**src/rtl/tx_order_sequencer.sv**
```systemverilog
// rtl/tx_order_sequencer.sv - in-order TLP arrival queue with single-entry bypass and grant handshake
module tx_order_sequencer #(
    parameter int DEPTH = 8,
    parameter int ID_W  = 16
) (
    input  logic                    clk,
    input  logic                    rst,
    input  logic                    p_push,
    input  logic                    np_push,
    input  logic                    cpl_push,
    input  logic                    p_ro,
    input  logic                    p_ido,
    input  logic                    np_ro,
    input  logic                    np_ido,
    input  logic                    cpl_ro,
    input  logic                    cpl_ido,
    input  logic [ID_W-1:0]         p_id,
    input  logic [ID_W-1:0]         np_id,
    input  logic [ID_W-1:0]         cpl_id,
    input  logic                    cpl_typ,
    output logic                    push_ready,
    input  logic                    fc_ok_p,
    input  logic                    fc_ok_np,
    input  logic                    fc_ok_cpl,
    output logic [1:0]              first_trans,
    output logic [1:0]              second_trans,
    output logic                    first_ro,
    output logic                    first_ido,
    output logic                    second_ro,
    output logic                    second_ido,
    output logic                    comp_typ,
    output logic [ID_W-1:0]         first_trans_id,
    output logic [ID_W-1:0]         second_trans_id,
    input  logic                    ordering_result,
    output logic                    grant_valid,
    output logic [1:0]              grant_type,
    input  logic                    grant_ready,
    output logic                    overflow,
    output logic [$clog2(DEPTH):0]  count
);
    localparam int CW = $clog2(DEPTH) + 1;
    localparam int AW = $clog2(DEPTH);
    localparam logic [1:0] T_NONE = 2'd0;
    localparam logic [1:0] T_P    = 2'd1;
    localparam logic [1:0] T_NP   = 2'd2;
    localparam logic [1:0] T_CPL  = 2'd3;

    typedef enum logic [1:0] {IDLE = 2'd0, DECIDE = 2'd1, GRANT = 2'd2} state_t;

    state_t state_q, state_d;

    logic [1:0]      typ_q  [DEPTH];
    logic [1:0]      typ_d  [DEPTH];
    logic            ro_q   [DEPTH];
    logic            ro_d   [DEPTH];
    logic            ido_q  [DEPTH];
    logic            ido_d  [DEPTH];
    logic            ctyp_q [DEPTH];
    logic            ctyp_d [DEPTH];
    logic [ID_W-1:0] id_q   [DEPTH];
    logic [ID_W-1:0] id_d   [DEPTH];

    logic [CW-1:0] count_q, count_d, wp;
    logic          overflow_q, overflow_d;
    logic [1:0]    gtype_q;
    logic          sel_q;
    logic          pop, sel0, sel1;

    function automatic logic fc_of(input logic [1:0] t, input logic fp, input logic fnp, input logic fcpl);
        case (t)
            T_P:     fc_of = fp;
            T_NP:    fc_of = fnp;
            T_CPL:   fc_of = fcpl;
            default: fc_of = 1'b0;
        endcase
    endfunction

    assign push_ready = (count_q <= CW'(DEPTH - 3));
    assign pop        = (state_q == GRANT) && grant_ready;
    assign sel0       = fc_of(typ_q[0], fc_ok_p, fc_ok_np, fc_ok_cpl);
    assign sel1       = (count_q >= CW'(2)) && ordering_result
                        && fc_of(typ_q[1], fc_ok_p, fc_ok_np, fc_ok_cpl);

    // Pop shifts entries above the granted one down first; accepted pushes then land after that.
    always_comb begin
        typ_d  = typ_q;
        ro_d   = ro_q;
        ido_d  = ido_q;
        ctyp_d = ctyp_q;
        id_d   = id_q;
        if (pop) begin
            for (int i = 0; i < DEPTH - 1; i++) begin
                if (i >= int'(sel_q)) begin
                    typ_d[i]  = typ_q[i+1];
                    ro_d[i]   = ro_q[i+1];
                    ido_d[i]  = ido_q[i+1];
                    ctyp_d[i] = ctyp_q[i+1];
                    id_d[i]   = id_q[i+1];
                end
            end
            typ_d[DEPTH-1]  = T_NONE;
            ro_d[DEPTH-1]   = 1'b0;
            ido_d[DEPTH-1]  = 1'b0;
            ctyp_d[DEPTH-1] = 1'b0;
            id_d[DEPTH-1]   = '0;
        end
        wp = count_q - CW'(pop);
        if (push_ready && p_push) begin
            typ_d[wp[AW-1:0]]  = T_P;
            ro_d[wp[AW-1:0]]   = p_ro;
            ido_d[wp[AW-1:0]]  = p_ido;
            ctyp_d[wp[AW-1:0]] = 1'b0;
            id_d[wp[AW-1:0]]   = p_id;
            wp = wp + CW'(1);
        end
        if (push_ready && np_push) begin
            typ_d[wp[AW-1:0]]  = T_NP;
            ro_d[wp[AW-1:0]]   = np_ro;
            ido_d[wp[AW-1:0]]  = np_ido;
            ctyp_d[wp[AW-1:0]] = 1'b0;
            id_d[wp[AW-1:0]]   = np_id;
            wp = wp + CW'(1);
        end
        if (push_ready && cpl_push) begin
            typ_d[wp[AW-1:0]]  = T_CPL;
            ro_d[wp[AW-1:0]]   = cpl_ro;
            ido_d[wp[AW-1:0]]  = cpl_ido;
            ctyp_d[wp[AW-1:0]] = cpl_typ;
            id_d[wp[AW-1:0]]   = cpl_id;
            wp = wp + CW'(1);
        end
        count_d    = wp;
        overflow_d = overflow_q | (!push_ready && (p_push || np_push || cpl_push));
    end

    always_ff @(posedge clk) begin
        if (rst) begin
            for (int i = 0; i < DEPTH; i++) begin
                typ_q[i]  <= T_NONE;
                ro_q[i]   <= 1'b0;
                ido_q[i]  <= 1'b0;
                ctyp_q[i] <= 1'b0;
                id_q[i]   <= '0;
            end
            count_q    <= '0;
            overflow_q <= 1'b0;
            gtype_q    <= T_NONE;
            sel_q      <= 1'b0;
        end else begin
            typ_q      <= typ_d;
            ro_q       <= ro_d;
            ido_q      <= ido_d;
            ctyp_q     <= ctyp_d;
            id_q       <= id_d;
            count_q    <= count_d;
            overflow_q <= overflow_d;
            if (state_q == DECIDE && (sel0 || sel1)) begin
                gtype_q <= sel0 ? typ_q[0] : typ_q[1];
                sel_q   <= !sel0;
            end
        end
    end

    always_ff @(posedge clk) begin
        if (rst) begin
            state_q <= IDLE;
        end else begin
            state_q <= state_d;
        end
    end

    // IDLE looks at the post-push count so a push reaches DECIDE in the very next cycle.
    always_comb begin
        state_d = state_q;
        case (state_q)
            IDLE:    if (count_d != '0) state_d = DECIDE;
            DECIDE:  if (sel0 || sel1) state_d = GRANT;
            GRANT:   if (grant_ready) state_d = (count_d != '0) ? DECIDE : IDLE;
            default: state_d = IDLE;
        endcase
    end

    always_comb begin
        grant_valid = (state_q == GRANT);
    end

    assign grant_type      = gtype_q;
    assign overflow        = overflow_q;
    assign count           = count_q;
    assign first_trans     = typ_q[0];
    assign second_trans    = typ_q[1];
    assign first_ro        = ro_q[0];
    assign first_ido       = ido_q[0];
    assign second_ro       = ro_q[1];
    assign second_ido      = ido_q[1];
    assign comp_typ        = ctyp_q[1];
    assign first_trans_id  = id_q[0];
    assign second_trans_id = id_q[1];
endmodule

```
**config.mk**
```make
export PLATFORM = sky130hd
export DESIGN_NAME = tx_order_sequencer
export DESIGN_NICKNAME = d
export VERILOG_FILES = /design/src/rtl/tx_order_sequencer.sv
export SDC_FILE = /design/constraint.sdc
export NUM_CORES = 1
export LEC_CHECK = 0
export BUFFER_PORTS_ARGS = -buffer_cell sky130_fd_sc_hd__buf_2
export CAP_MARGIN = 20
export CORE_UTILIZATION = 46
export CTS_BUF_LIST = sky130_fd_sc_hd__clkbuf_4 sky130_fd_sc_hd__clkbuf_8
export CTS_CLUSTER_DIAMETER = 30
export DETAILED_ROUTE_END_ITERATION = 10
export GPL_TIMING_DRIVEN = 0
export SLEW_MARGIN = 40
export SYNTH_ARGS = -nofsm -noshare
export SYNTH_HDL_FRONTEND = slang
export SYNTH_SLANG_ARGS = --single-unit
```
**constraint.sdc**
```tcl
create_clock -name clk -period 9.5 [get_ports clk]
set_input_delay 1.9 -clock clk [delete_from_list [all_inputs] [get_ports clk]]
set_output_delay 1.9 -clock clk [all_outputs]
set_load 0.01 [all_outputs]
```
After elaboration in Yosys (flattened, before gate mapping)

Cells that the tools add are included.

Bits in registers: 178
Input bits: 65
Output and inout bits: 50
Word-level logic and storage cells: 167

Add/sub/neg operators: 4
Order comparisons: 9
Eq/ne operators: 11
Multiplexer cells: 64
Bitwise operators: 15
Reduce and logical (&&, ||, !) cells: 19

Operator list:

| operator            | count |
|---|---|
| $mux 128            | 4 |
| $bwmux 128          | 3 |
| $demux 16 s3        | 3 |
| $mux 16             | 8 |
| $mux 8              | 12 |
| $bwmux 8            | 7 |
| $and 8x8->8         | 4 |
| $not 8->8           | 4 |
| $demux 2 s3         | 3 |
| $mux 2              | 8 |
| $or 16x16->16       | 1 |
| $or 8x8->8          | 2 |
| $add 4x1->4 const B | 3 |
| $ge 4x4->1 const B  | 3 |
| $lt 4x1->1 const B  | 3 |
| $mux 4              | 3 |
| $not 3->4           | 3 |
| $logic_and 1x1->1   | 11 |
| $eq 2x2->1 const B  | 5 |
| $demux 1 s3         | 3 |
| $mux 1              | 7 |
| $eq 2x1->1 const B  | 3 |
| $pmux 1 s3          | 2 |
| $pmux 2 s3          | 1 |
| 12 further kinds    | 16 |

Depth between registers and ports, before layout

Depth in word-level cells: 15
Mapped depth: 24
Depth with buffers taken out: 21

Worst setup path before layout

No wires, ideal clock.

Kind: input to register
Start: in grant_ready
End: reg state_q[0]
Setup time: 0.079 ns
Data arrival time: 6.337 ns
Path slack: 3.085 ns
Cell stages on the path: 22
Buffers on the path: 3
Cells stage by stage: nand2_1 -> inv_1 -> buf_2 -> buf_1 -> clkbuf_1 -> ha_1 -> nor2b_1 -> or2_2 -> ha_1 -> nor2b_1 -> mux2_4 -> nor2_8 -> inv_4 -> ha_1 -> nand2b_1 -> o21ai_4 -> inv_2 -> ha_1 -> nor2_1 -> and4_1 -> or4_1 -> o211ai_1

Word-level cells in the longest chain between the ends: 12
Elaborated cells between the ends (all ways): 15
Those cells by class: add/sub (4); eq/ne (2); mux (6); reduce/logical (3)

RTL lines:

| what                   | RTL line | text |
|---|---|---|
| start: declaration     | 37       | `input logic grant_ready,` |
| $logic_and 1x1->1      | 79       | `assign pop = (state_q == GRANT) && grant_ready;` |
| $sub 4x1->4            | 107      | `wp = count_q - CW'(pop);` |
| $add 4x1->4            | 114      | `wp = wp + CW'(1);` |
| $mux 4                 | 108      | `if (push_ready && p_push) begin` |
| $add 4x1->4            | 122      | `wp = wp + CW'(1);` |
| $mux 4                 | 116      | `if (push_ready && np_push) begin` |
| $add 4x1->4            | 130      | `wp = wp + CW'(1);` |
| $mux 4                 | 124      | `if (push_ready && cpl_push) begin` |
| $reduce_bool 4->1      | 176, 178 |  |
| $mux 1                 | 178      | `GRANT: if (grant_ready) state_d = (count_d != '0) ? DECIDE : IDLE;` |
| $mux 2                 | 178      |  |
| $pmux 2 s3             | 175      | `case (state_q)` |
| end signal: assignment | 168      | `state_q <= state_d;` |
| end: declaration       | 50       | `state_t state_q, state_d;` |

Several ways; a longest one is shown, not always the timed one. The select of a mux whose other input is x is not followed.
A chain may end at the register's enable or synchronous reset.

Worst setup path after layout

Ends and elaborated chain as after synthesis.

==> results.yml <==
run_status:
  outcome: "finished, final reports clean"
synth:
  synthTopCellsByCount: "203 x nor2_1, 196 x nand2_1, 194 x a211oi_1, 177 x dfxtp_1, 157 x nor3_1"
  synth_top_area_cell: "dfxtp_1"
  ys_seq_area_frac: 0.3066
  syn_area_per_cell_um2: 7.438
  synth_most_common_cell: "nor2_1"
  syn-num-nets: 1623
  synth_area_leaders: "dfxtp_1 31%, a211oi_1 13%, mux2i_1 8.2%"
  synth_warnings: 0
  synth-main-ff-cell: "dfxtp_1"
  synth_cell_types: 64
  synthesis.area_mm2: 0.01156
  synth_edf_count: 0
  async_flop_share: 0
  ys_ff_latch: 177
  synth_top_area_share: 0.3066
  netlist_instances: 1554
worst_setup_path:
  cp_slowest_cell: "clkbuf_1"
  start_kind: "input port"
  path_max_fanout: 10
  crit_family: "simple AND/OR/NAND/NOR gates"
  slowest_delay_ps: 600
  startpoint: "grant_ready"
  worstPathCellList: "buf_2 > nand2_1 > inv_1 > buf_2 > buf_2 > clkbuf_1 > ha_1 > nor2b_1 > or2_2 > ha_1 > nor2b_1 > mux2_4 > nor2_8 > inv_4 > ha_1 > nand2b_1 > o21ai_4 > inv_2 > ha_1 > nor2_1 > and4_1 > or4_1 > o211ai_1"
  end_kind: "flop"
  worstPathArrival_ps: 7580
  cp_data_required_time_ps: 9900
  crit_top_cell: "ha_1"
  r2r_slack_ps: 3240
  critical_path.reg2reg.startpoint: "state_q[1]$_SDFFE_PP0P_"
  timing.rr.end: "state_q[0]$_SDFFE_PP0P_"
  crit_type: "in2reg"
  setup.worst_path.end: "state_q[0]$_SDFFE_PP0P_"
  crit_buf_inv: 7
  r2r_cells: 23
  worst-path-stages: 23
sta:
  worst_pin_slew_ps: 887.3
  finClkSkew_ps: 17.52
  grt_setup_unrepaired: "no"
  max_freq_mhz: 139.3
  setup-tns-final_ps: 0
  fin_crit_ps: 7179
  finalHoldViolCount: 0
  drv_slew: 0
  max_slew_margin: 0.4085
  finalSetupViolations: 0
  finalCritPeriodShare: 0.7557
floorplanning:
  coreArea_mm2: 0.02446
  dieArea_mm2: 0.02577
  boundaryPins: 115
  die_h_um: 160.5
  start_util: 0.4725
  row_count: 57
  die_width_um: 160.5
clock_network:
  cts_resized: 0
  cts_buffer_depth: 2
  root_buffer: "clkbuf_8"
  clk_pin_slew_ps: 100
  post_cts_buffers: 0
  cts_tree: "built"
  clock_latency_ps: 480
  cts_hold_buf: 0
  cts.htree.levels: 4
  cts.sinks: 177
  numCtsBuffers: 17
cells_and_area:
  fin_area_mm2: 0.01266
  num-nets-final: 1699
  syn_to_final_growth_pct: 9.547
  fin_util: 0.5176
  num-fill-cells: 2476
  antenna_cells: 0
  final_cells: 1967
  layout-drive-gt1-share: 0.1479
placed_design:
  dpl.cell_count: 1935
  port-buffer-count: 57
  dp_hpwl_um: 34460
  placed_area_mm2: 0.01227
  globalplace.congestion: 0.9834
route:
  drtIter0Drc: 1434
  vias: 12171
  ant_nets: 0
  viasPerCell: 6.188
  wl_per_cell_um: 22.31
  wirelength_um: 43890
  first_pass_iters: 5
  drc_errors: 0
power:
  powerDensity_mw_per_mm2: 295.3
  peakVddDrop_mv: 0.1023
  power_mw: 3.740
  p_leak_nw: 4.323
grt:
  grt_pass1_wl_um: 67440
  overflow: 0
  grt_max_degree: 17
  grt_usage: 0.3384
  antenna_found_initial: 0
  grt_pass1_vias: 11241
min_path:
  hp-class: "reg2reg"
flow_run:
  cap_viol_max_count: 0
-- worst min-delay path by stage --
stage                                from                    endpoint  slack [ps]  depth (start not counted)
2_1_floorplan         typ_q[1]$_SDFF_PP0_         typ_q[1]$_SDFF_PP0_         440                          2
3_3_place_gp   grant_type[0]$_SDFFE_PP0P_  grant_type[0]$_SDFFE_PP0P_         440                          2
3_5_place_dp   grant_type[1]$_SDFFE_PP0P_  grant_type[1]$_SDFFE_PP0P_         450                          2
4_1_cts        grant_type[1]$_SDFFE_PP0P_  grant_type[1]$_SDFFE_PP0P_         460                          2
5_1_grt        grant_type[0]$_SDFFE_PP0P_  grant_type[0]$_SDFFE_PP0P_         490                          2
6_report       grant_type[1]$_SDFFE_PP0P_  grant_type[1]$_SDFFE_PP0P_         460                          2
-- kinds of logic (layout without fill, tap and decap cells) --
family / count (synthesis) / count (layout) / share of synthesized area
and+or+nand+nor: 615 / 615 / 0.2373
AOI/OAI and AO/OA: 402 / 402 / 0.2488
buffers and inverters: 248 / 337 / 0.1075
DFF: 177 / 177 / 0.3066
muxes: 99 / 99 / 0.08746
xor gates and xnor gates: 9 / 9 / 0.008118
adders and majority gates: 4 / 4 / 0.004330
-- per-layer routing --
metal / vias to the layer above / GRT usage / wire (um)
li1: 5743 / - / -
met3: 69 / 0.04494 / 3627
met1: 5725 / 0.4797 / 19630
met5: - / 0 / 0
met2: 634 / 0.5325 / 19670
met4: 0 / 0.1004 / 967
-- stage by stage --
step / setup WS [ps] / hold WS (ps)
3_3_place_gp: 1143 / 438.1
6_report: 2321 / 455.5
5_1_grt: 2017 / 490.4
4_1_cts: 2416 / 459.7
2_1_floorplan: 3085 / 436.6
3_5_place_dp: 1931 / 445.1
-- area by class of cell --
class,instances,area (um^2),share of cell area
multi-input combinational,1129,6788,0.5361
sequential,177,3543,0.2798
buffer,237,1204,0.09506
tap,324,405.4,0.03202
timing repair buffer,57,285.3,0.02253
clock buffer,20,262.8,0.02075
clock inverter,12,130.1,0.01028
inverter,11,43.79,0.003459
-- power breakdown --
group | switching (mW) | internal (mW) | total, mW
sequential | 0.179 | 0.995 | 1.17
combinational | 1.19 | 0.820 | 2.01
clock | 0.308 | 0.248 | 0.556
-- cell usage in the layout (no fill, tap or decap), types with 25 or more instances in the layout --
cell type and instances:
buf_2 106, a311oi_1 54, clkbuf_1 107, nor3_1 157
mux2i_1 95, dfxtp_1 177, o21ai_0 25, nand2_1 196
nor2_1 203, a211oi_1 194, buf_4 56, a21oi_1 84
-- worst reg2reg max path: stages, from the launching register on --
cell and delay, ps:
dfxtp_1 430, nor2b_1 190, nand2_1 240, inv_1 130, buf_2 240, buf_2 420
clkbuf_1 600, ha_1 410, nor2b_1 110, or2_2 300, ha_1 300, nor2b_1 130
mux2_4 290, nor2_8 210, inv_4 110, ha_1 350, nand2b_1 210, o21ai_4 140
inv_2 150, ha_1 300, nor2_1 60, and4_1 190, or4_1 550, o211ai_1 120
-- flip-flops by register name, summed over array words and instances, names as in the netlist, 2 cells and up --
| signal | flops |
|---|---|
| first_trans_id | 16 |
| state_q | 2 |
| ro_q | 6 |
| second_trans | 2 |
| first_trans | 2 |
| typ_q | 12 |
| count | 4 |
| id_q | 96 |
| ctyp_q | 6 |
| grant_type | 2 |
| second_trans_id | 16 |
| ido_q | 6 |
Note: power is estimated with default switching activity, not from simulation.
